==> src/rtl/bowl_pkg.sv <==
// Shared types and constants for the bowling lane turn sequencer.
package bowl_pkg;

  localparam int PIN_W = 10;
  localparam logic [PIN_W-1:0] ALL_PINS = 10'h3FF;

  typedef enum logic [2:0] {
    IDLE,
    READY,
    ROLL,
    SETTLE,
    REPORT,
    RACK,
    DONE
  } state_t;

endpackage

==> src/rtl/bowl_settle_timer.sv <==
// Shared cycle counter: no-change timeout while the ball rolls, and pin-mask
// stability detection while the pins settle.
module bowl_settle_timer #(
  parameter int SETTLE_CYCLES = 16,
  parameter int ROLL_TIMEOUT  = 4096
) (
  input  logic clk,
  input  logic rst_n,
  input  logic roll,
  input  logic settle,
  input  logic change,
  output logic settled,
  output logic timeout
);

  localparam int CNT_MAX = (ROLL_TIMEOUT > SETTLE_CYCLES) ? ROLL_TIMEOUT : SETTLE_CYCLES;
  localparam int CNT_W   = $clog2(CNT_MAX) + 1;

  logic [CNT_W-1:0] cnt;

  // Any pin change restarts the count; leaving ROLL/SETTLE clears it so the
  // next ball always starts from zero.
  always_ff @(posedge clk or negedge rst_n) begin
    if (!rst_n) begin
      cnt <= '0;
    end else if (!(roll || settle) || change) begin
      cnt <= '0;
    end else begin
      cnt <= cnt + 1'b1;
    end
  end

  assign timeout = roll   && !change && (cnt == CNT_W'(ROLL_TIMEOUT - 1));
  assign settled = settle && !change && (cnt == CNT_W'(SETTLE_CYCLES - 1));

endmodule

==> src/rtl/bowl_turn_sequencer.sv <==
// Bowling lane game/turn controller: launch, settle, per-ball report, pin-setter handshake.
// Optional tenth-frame bonus balls are enabled by defining BOWL_TENTH_BONUS_EN.
module bowl_turn_sequencer
  import bowl_pkg::*;
#(
  parameter int NUM_PLAYERS   = 2,
  parameter int NUM_FRAMES    = 10,
  parameter int SETTLE_CYCLES = 16,
  parameter int ROLL_TIMEOUT  = 4096
) (
  input  logic             clk_in,
  input  logic             rst_n_in,
  input  logic             start_in,
  input  logic             launch_in,
  input  logic             sensor_valid_in,
  input  logic [PIN_W-1:0] pins_standing_in,
  input  logic             rack_ack_in,
  output logic             ready_out,
  output logic             score_valid_out,
  output logic [PIN_W-1:0] pins_new_out,
  output logic [1:0]       player_out,
  output logic [1:0]       ball_out,
  output logic [3:0]       frame_out,
  output logic             rack_req_out,
  output logic             rack_full_out,
  output logic             game_over_out
);

  state_t           state;
  logic [PIN_W-1:0] standing_q;
  logic [PIN_W-1:0] rack_mask_q;
  logic [PIN_W-1:0] sampled;
  logic             change;
  logic             settled;
  logic             timeout;

  logic             all_down;
  logic             last_frame;
  logic             last_player;
  logic             full_rack;
  logic             end_turn;
  logic [1:0]       nxt_ball;

  logic             pend_end_q;
  logic             pend_done_q;
  logic [1:0]       pend_ball_q;

  // Pins that pop back up are masked off, so standing_q only ever loses bits.
  assign sampled = standing_q & pins_standing_in;
  assign change  = sensor_valid_in && (state == ROLL || state == SETTLE) &&
                   (sampled != standing_q);

  bowl_settle_timer #(
    .SETTLE_CYCLES (SETTLE_CYCLES),
    .ROLL_TIMEOUT  (ROLL_TIMEOUT)
  ) u_timer (
    .clk     (clk_in),
    .rst_n   (rst_n_in),
    .roll    (state == ROLL),
    .settle  (state == SETTLE),
    .change  (change),
    .settled (settled),
    .timeout (timeout)
  );

  assign all_down    = (standing_q == '0);
  assign last_frame  = (frame_out == 4'(NUM_FRAMES - 1));
  assign last_player = (player_out == 2'(NUM_PLAYERS - 1));

  // NOTE: every output of a combinational block gets a default first so no
  // path leaves it unassigned and a latch is never inferred.
  always_comb begin
    full_rack = 1'b1;
    end_turn  = 1'b1;
    nxt_ball  = 2'd0;
`ifdef BOWL_TENTH_BONUS_EN
    if (last_frame) begin
      case (ball_out)
        2'd0: begin
          end_turn  = 1'b0;
          nxt_ball  = 2'd1;
          full_rack = all_down;
        end
        2'd1: begin
          if (all_down) begin
            end_turn = 1'b0;
            nxt_ball = 2'd2;
          end
        end
        default: ;
      endcase
    end else
`endif
    if (ball_out == 2'd0 && !all_down) begin
      full_rack = 1'b0;
      end_turn  = 1'b0;
      nxt_ball  = 2'd1;
    end
  end

  // NOTE: sequential state is written with non-blocking assignments only, so
  // every register sees the values from before this clock edge.
  always_ff @(posedge clk_in or negedge rst_n_in) begin
    if (!rst_n_in) begin
      state           <= IDLE;
      standing_q      <= ALL_PINS;
      rack_mask_q     <= '0;
      pend_end_q      <= 1'b0;
      pend_done_q     <= 1'b0;
      pend_ball_q     <= 2'd0;
      ready_out       <= 1'b0;
      score_valid_out <= 1'b0;
      pins_new_out    <= '0;
      player_out      <= 2'd0;
      ball_out        <= 2'd0;
      frame_out       <= 4'd0;
      rack_req_out    <= 1'b0;
      rack_full_out   <= 1'b0;
      game_over_out   <= 1'b0;
    end else begin
      score_valid_out <= 1'b0;
      if (change) begin
        standing_q <= sampled;
      end

      case (state)
        IDLE, DONE: begin
          if (start_in) begin
            player_out    <= 2'd0;
            ball_out      <= 2'd0;
            frame_out     <= 4'd0;
            standing_q    <= ALL_PINS;
            game_over_out <= 1'b0;
            ready_out     <= 1'b1;
            state         <= READY;
          end
        end

        READY: begin
          if (launch_in) begin
            rack_mask_q <= standing_q;
            ready_out   <= 1'b0;
            state       <= ROLL;
          end
        end

        // timeout is only raised in ROLL and settled only in SETTLE; both
        // imply no change this cycle, so standing_q is already final.
        ROLL, SETTLE: begin
          if (timeout || settled) begin
            score_valid_out <= 1'b1;
            pins_new_out    <= rack_mask_q & ~standing_q;
            state           <= REPORT;
          end else if (change && state == ROLL) begin
            state <= SETTLE;
          end
        end

        REPORT: begin
          rack_req_out  <= 1'b1;
          rack_full_out <= full_rack;
          pend_end_q    <= end_turn;
          pend_done_q   <= end_turn && last_frame && last_player;
          pend_ball_q   <= nxt_ball;
          state         <= RACK;
        end

        RACK: begin
          if (rack_ack_in) begin
            rack_req_out  <= 1'b0;
            rack_full_out <= 1'b0;
            if (rack_full_out) begin
              standing_q <= ALL_PINS;
            end
            if (pend_done_q) begin
              game_over_out <= 1'b1;
              state         <= DONE;
            end else begin
              ready_out <= 1'b1;
              state     <= READY;
              if (pend_end_q) begin
                ball_out <= 2'd0;
                if (last_player) begin
                  player_out <= 2'd0;
                  frame_out  <= frame_out + 4'd1;
                end else begin
                  player_out <= player_out + 2'd1;
                end
              end else begin
                ball_out <= pend_ball_q;
              end
            end
          end
        end

        default: state <= IDLE;
      endcase
    end
  end

endmodule

==> config.mk <==
export PLATFORM = sky130hd
export DESIGN_NAME = bowl_turn_sequencer
export DESIGN_NICKNAME = d
export VERILOG_FILES = /design/src/rtl/bowl_pkg.sv /design/src/rtl/bowl_settle_timer.sv /design/src/rtl/bowl_turn_sequencer.sv
export SDC_FILE = /design/constraint.sdc
export NUM_CORES = 1
export LEC_CHECK = 0
export ABC_AREA = 1
export CORE_UTILIZATION = 45
export CTS_BUF_LIST = sky130_fd_sc_hd__clkbuf_2
export DETAILED_ROUTE_END_ITERATION = 16
export HOLD_SLACK_MARGIN = 0.03
export PLACE_DENSITY = 0.67
export SLEW_MARGIN = 15
export SYNTH_ARGS = -nofsm -noshare
export SYNTH_HDL_FRONTEND = slang
export SYNTH_SLANG_ARGS = --single-unit
export TNS_END_PERCENT = 50
==> constraint.sdc <==
create_clock -name clk_in -period 2.9 [get_ports clk_in]
set_input_delay 0.58 -clock clk_in [delete_from_list [all_inputs] [get_ports clk_in]]
set_output_delay 0.58 -clock clk_in [all_outputs]
set_load 0.1 [all_outputs]
# [After elaboration in Yosys (flattened, before gate mapping)]
# Index checks and enable logic that the tools add are counted.
[totals] input_bits=16 reg_bits=63 out_inout_bits=23
[classes] n_reduce_logical=33 mux=45 eq_ne=19 addsub=3 n_bitwise=3
[ops] cell="2-to-1 mux 10 bit" n=4
[ops] cell="AND 10 bit" n=2
[ops] cell="2-to-1 mux 4 bit" n=5
[ops] cell="case mux 10 bit (2 select lines)" n=1
[ops] cell="2-to-1 mux 3 bit" n=6
[ops] cell="2-to-1 mux 2 bit" n=8
[ops] cell="case mux 3 bit (5 select lines)" n=1
[ops] cell="!= test 2 bit (second input constant)" n=7
[ops] cell="adder 13 x 1 -> 13 bit (second input constant)" n=1
[ops] cell="equality test 13 x 12 -> 1 bit (second input constant)" n=1
[ops] cell="equality test 13 x 4 -> 1 bit (second input constant)" n=1
[ops] cell="2-to-1 mux 13 bit" n=1
[ops] cell="2-to-1 mux 1 bit" n=12
[ops] cell="AND reduction 4 bit" n=3
[ops] cell="logical AND 1 bit" n=10
[ops] cell="zero test 10 bit" n=1
[ops] cell="!= test 10 bit" n=1
[ops] cell="NOT 10 bit" n=1
[ops] cell="AND reduction 5 bit" n=2
[ops] cell="equality test 3 bit (second input constant)" n=3
[ops] cell="case mux 2 bit (2 select lines)" n=2
[ops] cell="case mux 4 bit (2 select lines)" n=1
[ops] cell="equality test 3 x 2 -> 1 bit (second input constant)" n=2
[ops] cell="case mux 1 bit (2 select lines)" n=3
[ops] cell="16 further kinds" n=24

# [Logic depth before layout (Yosys ltp)]
# Gate-level depths: netlist (run 1).
[logic_depth] word_depth=10 depth_mapped=12 ltp_nobuf=12

# [By module]
# From an unflattened synthesis (run 1), not the netlist that was laid out.
[hier_totals] cells_unflattened=382 hier_area_um2=3007.9
[modules_own_cells] mod="bowl_turn_sequencer" area_per_inst_um2=2284.7 cells_each=279 seq_area_each_um2=1213.7 n_inst=1
[modules_own_cells] mod="bowl_settle_timer" area_per_inst_um2=723.2 cells_each=103 seq_area_each_um2=325.3 n_inst=1

# [Worst setup path after synthesis (run 1)]
# Ideal clock, no wire load.
[synth_path] kind="flip-flop to flip-flop" startpoint="register player_out[0]" endpoint="register frame_out[1]" slack_ps=1115 period_less_slack_ps=1785 path_stages_with_launch=8 t_arrival_ps=1657 path_buffers=0 required_ps=2772 cell_sequence="dfrtp_1 -> inv_1 -> nor2_1 -> inv_1 -> nor2_1 -> o21ai_2 -> o21ai_0 -> o21ai_1"
[synth_between] elab_chain_cells=3
[synth_rtl] element="start: declaration" line_no="bowl_turn_sequencer.sv:21" rtl="output logic [1:0] player_out,"
[synth_rtl] element="start signal: assignment" line_no="bowl_turn_sequencer.sv:187" rtl="player_out <= player_out + 2'd1;"
[synth_rtl] element="equality test 2 x 1 -> 1 bit" line_no="bowl_turn_sequencer.sv:68" rtl="assign last_player = (player_out == 2'(NUM_PLAYERS - 1));"
[synth_rtl] element="!= test 2 bit (no line)"
[synth_rtl] element="AND reduction 6 bit (no line)"
[synth_rtl] element="end signal: assignment" line_no="bowl_turn_sequencer.sv:185" rtl="frame_out <= frame_out + 4'd1;"
[synth_rtl] element="end: declaration" line_no="bowl_turn_sequencer.sv:23" rtl="output logic [3:0] frame_out,"
# No other way between the ends.
# A chain may end at the register's enable or synchronous reset.

# [Final worst setup path (run 1)]
[layout_path] startpoint="register standing_q[5]" endpoint="register state[1]"
[layout_between] elab_chain_cells=9
[layout_rtl] element="start: declaration" line_no="bowl_turn_sequencer.sv:30" rtl="logic [PIN_W-1:0] standing_q;"
[layout_rtl] element="start signal: assignment" line_no="bowl_turn_sequencer.sv:123" rtl="standing_q <= sampled;"
[layout_rtl] element="AND 10 bit" line_no="bowl_turn_sequencer.sv:49" rtl="assign sampled = standing_q & pins_standing_in;"
[layout_rtl] element="!= test 10 bit (*)" line_no="bowl_turn_sequencer.sv:51" rtl="(sampled != standing_q);"
[layout_rtl] element="logical AND 1 bit (*)" line_no="bowl_turn_sequencer.sv:50" rtl="assign change = sensor_valid_in && (state == ROLL || state == SETTLE) &&"
[layout_rtl] element="zero test 1 bit" line_no="bowl_settle_timer.sv:33, bowl_settle_timer.sv:34"
[layout_rtl] element="logical AND 1 bit, on equally long branches (2 in series)" line_no="bowl_settle_timer.sv:33, bowl_settle_timer.sv:34"
[layout_rtl] element="logical OR 1 bit" line_no="bowl_turn_sequencer.sv:150" rtl="if (timeout || settled) begin"
[layout_rtl] element="2-to-1 mux 3 bit or != test 3 bit (tied branches)"
[layout_rtl] element="case mux 3 bit (5 select lines) or AND reduction 4 bit (tied branches)"
[layout_rtl] element="end signal: assignment" line_no="bowl_turn_sequencer.sv:135" rtl="state <= READY;"
[layout_rtl] element="end signal: assignment" line_no="bowl_turn_sequencer.sv:153" rtl="state <= REPORT;"
[layout_rtl] element="end signal: assignment" line_no="bowl_turn_sequencer.sv:155" rtl="state <= SETTLE;"
[layout_rtl] element="end: declaration" line_no="bowl_turn_sequencer.sv:29" rtl="state_t state;"
# Mark *: on every way between the ends. The rest lies on a longest branch, timed or not.

==> flow_summary_export.csv, run 1 <==
group,metric,value,unit
run_status,outcome,"finished clean",
yosys,avgSynthCellArea,8.514,um2
power_and_ir_drop,p_per_area,804.2,nW/um2
detailed_routing,drt-initial-drc-count,133,
clocking,cts_tree,"yes",
sta,relSlewSlack,51.79,%
clocking,post_cts_buffers,0,
power_and_ir_drop,ir_drop,0.5472,mV
detailed_routing,first_pass_iters,4,
yosys,yosysWarningCount,0,
critical_path,cp_max_fo,23,
yosys,synth.area.top_cells,"dfrtp_1 42%, nand2_1 11%, dfstp_2 8.7%, nor2_1 4.9%, o21ai_0 4.8%",
floorplanning,placementRows,29,
job,max_cap_viol_count,0,
critical_path,crit_path_max_incr_delay,580,ps
yosys,yosys.area.top_type,"dfrtp_1",
yosys,ys.flop_type,"dfrtp_1",
layout,layout-drive-gt1-share,21.70,%
layout,final_common_cell,"nand2_1",
critical_path,slowest_stage,"dfstp_2",
floorplanning,io_pins,39,
floorplanning,die_area,7009,um2
yosys,ys_ff_latch,61,
floorplanning,die_width,83.72,um
sta,rsz0062_at_grt,"false",
grt,grt_pass1_vias,2325,
detailed_routing,viasPerCell,4.998,
yosys,synth_cells,353,
sta,final-hold-violation-count,0,
floorplanning,die_y,83.72,um
clocking,cts_buffer_depth,2,
clocking,cts_sinks,61,
critical_path,crit_path_end_kind,"flop",
yosys,netlist_area,3005,um2
placement,place_congestion,0.8014,
detailed_routing,wire_per_inst,12.63,um
placement,hpwl,4391,um
power_and_ir_drop,p_leak,1.761,nW
clocking,cts.repair.resized,0,
placement,place_area,3387,um2
grt,grt_max_degree,34,
detailed_routing,vias,2389,
sta,finalClockSkew,25.99,ps
yosys,synth_edf_count,0,
sta,fin_crit_sh,69.63,%
critical_path,arrival,2420,ps
floorplanning,start_util,47.06,%
clocking,clkSlewWorstSetupHoldPaths,170,ps
yosys,synth_top_cell_area_share,42.46,%
critical_path,path_class,"flop to flop",
yosys,ys_seq_area_share,51.21,%
sta,fmax,495.2,MHz
layout,n_antenna_cell,0,
grt,grt_usage,19.51,%
clocking,h-tree-depth,3,
yosys,syn-num-nets,372,
layout,finish.instance_area,3498,um2
detailed_routing,remaining_drc_errors,0,
sta,fin_crit,2019,ps
critical_path,cp-start-kind,"flop",
clocking,hold_buffers,0,
grt,antenna_found_initial,0,
yosys,synth_cell_type_count,37,
layout,fill_cells,632,
placement,port_buffers,37,
critical_path,required,3300,ps
layout,area_growth,16.40,%
layout,final_nets,415,
clocking,clock-root-buffer,"clkbuf_2",
floorplanning,fp.coreArea,6386,um2
detailed_routing,antenna_left,0,
sta,setup_viol,0,
sta,worstMarginPinSlew,723.1,ps
yosys,synthArstFlopShare,100.0,%
grt,grt_pass1_wl,10850,um
min_path,min_path_type,"input pin to async pin",
clocking,cts_made_buffers,9,
layout,final_cell_mix,"85 x nand2_1, 51 x dfrtp_1, 39 x nor2_1",
critical_path,crit_chain,"inv_1 -> o21ai_0 -> nor2_1 -> nand3_1 -> nand2_1 -> nand2_2 -> nand3_2 -> nand3_1 -> nand2_1",
clocking,clk_latency,510,ps
sta,final_max_slew_viol_count,0,
detailed_routing,routed_wirelength,6035,um
grt,gr-total-overflow,0,
sta,setup_tns,0,ps
==> per-stage QoR <==
step	hold WS, ps	util [%]	setup slack [ps]	cells	total power (W)
floorplan	284.4	-	1115	353	0.002054
global placement	457.4	53.04	490.0	462	0.002290
detailed placement	466.2	53.04	418.4	462	0.002317
CTS	117.3	54.78	836.4	478	0.002837
global route	111.2	54.78	634.4	478	0.003051
finish	104.6	54.78	880.7	478	0.002813
==> logic make-up after synthesis <==
group	synth area share, %
AO/OA/AOI/OAI	12.36
XOR/XNOR	2.040
adder cells (fa/ha/maj)	1.249
buffers and inverters	7.452
flip-flops	51.21
other	0.1248
AND/OR/NAND/NOR	25.56
==> cell type report <==
type | instances | area [um2] | share of cell area, %
clock buffer | 9 | 45.04 | 1.288
sequential | 61 | 1539 | 43.99
clock inverter | 7 | 66.31 | 1.896
timing repair buffer | 39 | 337.8 | 9.657
inverter | 45 | 171.4 | 4.900
multi-input combinational | 240 | 1242 | 35.51
tap | 77 | 96.34 | 2.754
==> layer usage <==
layer	global-route usage, %	vias to the layer above	wire (um)
met5	0	-	0
met2	28.38	43	2630
met4	8.783	0	148
met3	4.352	12	230
li1	-	1216	-
met1	27.83	1118	3025
==> power breakdown <==
| part | internal [W] | switching [W] | total [W] |
|---|---|---|---|
| combinational | 0.000297 | 0.000774 | 0.00107 |
| clock | 0.000194 | 0.000326 | 0.000520 |
| sequential | 0.00109 | 0.000132 | 0.00122 |
==> state kept, by name, indices dropped and copies added (netlist names) <==
| register | count |
|---|---|
| rack_req_out | 1 |
| rack_mask_q | 10 |
| u_timer.cnt | 13 |
| pend_ball_q | 1 |
| pend_end_q | 1 |
| player_out | 2 |
| game_over_out | 1 |
| score_valid_out | 1 |
| standing_q | 10 |
| frame_out | 4 |
| ball_out | 1 |
| state | 3 |
| pins_new_out | 10 |
| ready_out | 1 |
| pend_done_q | 1 |
| rack_full_out | 1 |
==> cell usage after synthesis, types with 2 or more instances <==
library cell / number
buf_6: 3
o21ai_2: 12
dfstp_2: 10
xor2_1: 6
nand3_1: 17
nor3_1: 5
o31ai_1: 2
nor2_1: 39
inv_1: 38
nor4_1: 2
nand3_2: 2
dfrtp_1: 51
nand2_2: 5
ha_1: 3
nand4_1: 4
clkbuf_1: 3
a21oi_1: 5
or2_2: 2
o21ai_1: 2
o21a_1: 2
inv_2: 6
nand2_1: 85
o21ai_0: 29
nor2_2: 4
a21boi_1: 2
nor3b_1: 3
==> critical path, delay by kind of cell (launching register included) <==
family                 cells  cell delay [ps]
AND/OR/NAND/NOR            7             1110
AO/OA/AOI/OAI              1              150
flip-flops                 1              580
buffers and inverters      1               70
==> path summary, 6_finish.rpt <==
check                      cells after the start              to           start  slack (ps)
max in group asynchronous                      2   standing_q[9]        rst_n_in        2100
min in group clk_in                            1  u_timer.cnt[0]  u_timer.cnt[0]         480
min reg2reg                                    1  u_timer.cnt[0]  u_timer.cnt[0]         480
min                                            1  u_timer.cnt[1]        rst_n_in         100
max                                            9        state[1]   standing_q[5]         880
max reg2reg                                    9        state[1]   standing_q[5]         880
No activity file was read; power rests on OpenSTA's default activity.
==> run 2, diff against run 1 <==
==> constraint.sdc (replaced) <==
create_clock -name clk_in -period 2.1 [get_ports clk_in]
set_input_delay 0.42 -clock clk_in [delete_from_list [all_inputs] [get_ports clk_in]]
set_output_delay 0.42 -clock clk_in [all_outputs]
set_load 0.1 [all_outputs]
==> run 2 against run 1 <==
Worst hold slack improved by 340 ps. Fmax rose by 18%. Total power rose by 45%.
==> flow_summary_export.csv, run 2 (synthesized netlist as in run 1, its figures left out) <==
group,metric,value,unit
critical_path,crit_chain,"ha_1 -> nand2_1 -> nor2_1 -> inv_1 -> nor2_1 -> nand3_1 -> nand2_1 -> nand2_2 -> buf_12 -> nand2_1 -> o21ai_2",
critical_path,cp-start-kind,"flop",
sta,finalClockSkew,19.15,ps
grt,grt_pass1_vias,2216,
layout,final_cell_mix,"85 x nand2_1, 51 x dfrtp_1, 39 x nor2_1",
detailed_routing,wire_per_inst,11.99,um
clocking,clk_latency,490,ps
critical_path,r2r_cells,11,
grt,grt_usage,18.50,%
layout,n_antenna_cell,0,
placement,port_buffers,37,
layout,finish.instance_area,3581,um2
critical_path,cpMostUsedCell,"nand2_1",
sta,fin_crit,1716,ps
sta,setup_viol,0,
critical_path,cp.depth,11,
critical_path,required,2500,ps
clocking,cts_sinks,61,
detailed_routing,routed_wirelength,5769,um
clocking,cts_tree,"yes",
sta,setup_tns,0,ps
job,max_cap_viol_count,0,
detailed_routing,viasPerCell,4.915,
sta,relSlewSlack,60.60,%
critical_path,r2r_end,"pins_new_out[2]",
floorplanning,fp.coreArea,6386,um2
critical_path,crit_family,"simple AND/OR/NAND/NOR gates",
detailed_routing,drt-initial-drc-count,121,
critical_path,ff2ff_setup_slack,380,ps
floorplanning,die_width,83.72,um
critical_path,slowest_stage,"dfrtp_1",
power_and_ir_drop,p_per_area,1140,nW/um2
layout,final_common_cell,"nand2_1",
critical_path,crit_path_max_incr_delay,410,ps
clocking,cts_made_buffers,9,
placement,place_area,3427,um2
sta,fin_crit_sh,81.72,%
grt,grt_max_degree,62,
floorplanning,io_pins,39,
clocking,cts_buffer_depth,2,
min_path,min_path_type,"input pin to async pin",
layout,area_growth,19.15,%
clocking,cts.repair.resized,0,
detailed_routing,antenna_left,0,
run_status,outcome,"finished clean",
detailed_routing,remaining_drc_errors,0,
clocking,clock-root-buffer,"clkbuf_2",
power_and_ir_drop,p_total,0.004081,W
floorplanning,die_area,7009,um2
clocking,clkSlewWorstSetupHoldPaths,190,ps
critical_path,critPathBufInv,2,
critical_path,r2r-start,"u_timer.cnt[0]",
critical_path,path_class,"flop to flop",
sta,rsz0062_at_grt,"false",
layout,layout-drive-gt1-share,22.03,%
detailed_routing,vias,2364,
power_and_ir_drop,p_leak,1.796,nW
placement,place_inst,464,
sta,worstMarginPinSlew,589.6,ps
critical_path,crit_path_end_kind,"flop",
clocking,h-tree-depth,3,
sta,final-hold-violation-count,0,
grt,grt_pass1_wl,10270,um
placement,hpwl,4125,um
floorplanning,start_util,47.06,%
layout,largest_reg_flops,13,
placement,place_congestion,0.7813,
detailed_routing,first_pass_iters,4,
layout,final_nets,418,
power_and_ir_drop,ir_drop,0.8879,mV
floorplanning,placementRows,29,
floorplanning,die_y,83.72,um
critical_path,cp_max_fo,20,
grt,gr-total-overflow,0,
sta,fmax,582.7,MHz
layout,top_register,"u_timer.cnt",
critical_path,arrival,2120,ps
layout,layoutNonFillerInstCount,481,
grt,antenna_found_initial,0,
sta,final_max_slew_viol_count,0,
[run 2: how the worst max path moves through the flow]
stage | end | from | slack [ps]
6_report | pins_new_out[2] | u_timer.cnt[0] | 380
5_1_grt | state[0] | u_timer.cnt[0] | 190
4_1_cts | pins_new_out[2] | u_timer.cnt[0] | 360
3_5_place_dp | pins_new_out[2] | pins_standing_in[1] | 90
3_3_place_gp | state[2] | pins_standing_in[3] | 150
2_1_floorplan | frame_out[1] | player_out[0] | 320
[run 2: per-layer routing]
metal / track usage (%) / up-vias / share of wire, %
li1: - / 1220 / -
met1: 26.67 / 1099 / 51
met3: 3.264 / 10 / 2.9
met5: 0 / - / 0
met4: 8.320 / 0 / 1.7
met2: 27.27 / 35 / 44
[run 2: worst register-to-register path: cells and delay by family, from the launching register on]
family / cells / cell delay, ps
fa+ha+maj: 1 / 170
compound gates: 1 / 50
simple gates: 7 / 730
buf+inv: 2 / 270
flops: 1 / 410
[run 2: area by class of cell]
type | instances | area (um2)
Sequential cell | 61 | 1539
Tap cell | 77 | 96.34
Inverter | 45 | 171.4
Fill cell | 595 | 2805
Clock inverter | 7 | 98.84
Clock buffer | 9 | 45.04
Multi-Input combinational cell | 240 | 1242
Timing Repair Buffer | 42 | 387.9
[run 2: per-stage QoR]
stage | utilization [%] | setup slack (ps) | hold slack (ps)
3_3_place_gp | 53.66 | 151.4 | 448.3
3_5_place_dp | 53.66 | 92.85 | 456.1
4_1_cts | 56.07 | 360.9 | 427.2
6_report | 56.07 | 383.8 | 443.0
5_1_grt | 56.07 | 186.8 | 442.9
2_1_floorplan | - | 315.2 | 124.4
[run 2: power breakdown]
part / switching [W] / internal, W / total (W) / leakage (nW)
sequential: 0.000178 / 0.00150 / 0.00168 / 0.778
clock: 0.000472 / 0.000400 / 0.000872 / 0.0825
combinational: 0.00106 / 0.000468 / 0.00153 / 0.936
total: 0.00171 / 0.00237 / 0.00408 / 1.80
[run 2: what timing repair did]
action | CTS | global route
hold buffers | 1 | 0
setup buffers | 0 | 0
hold endpoints to repair | 51 | 0
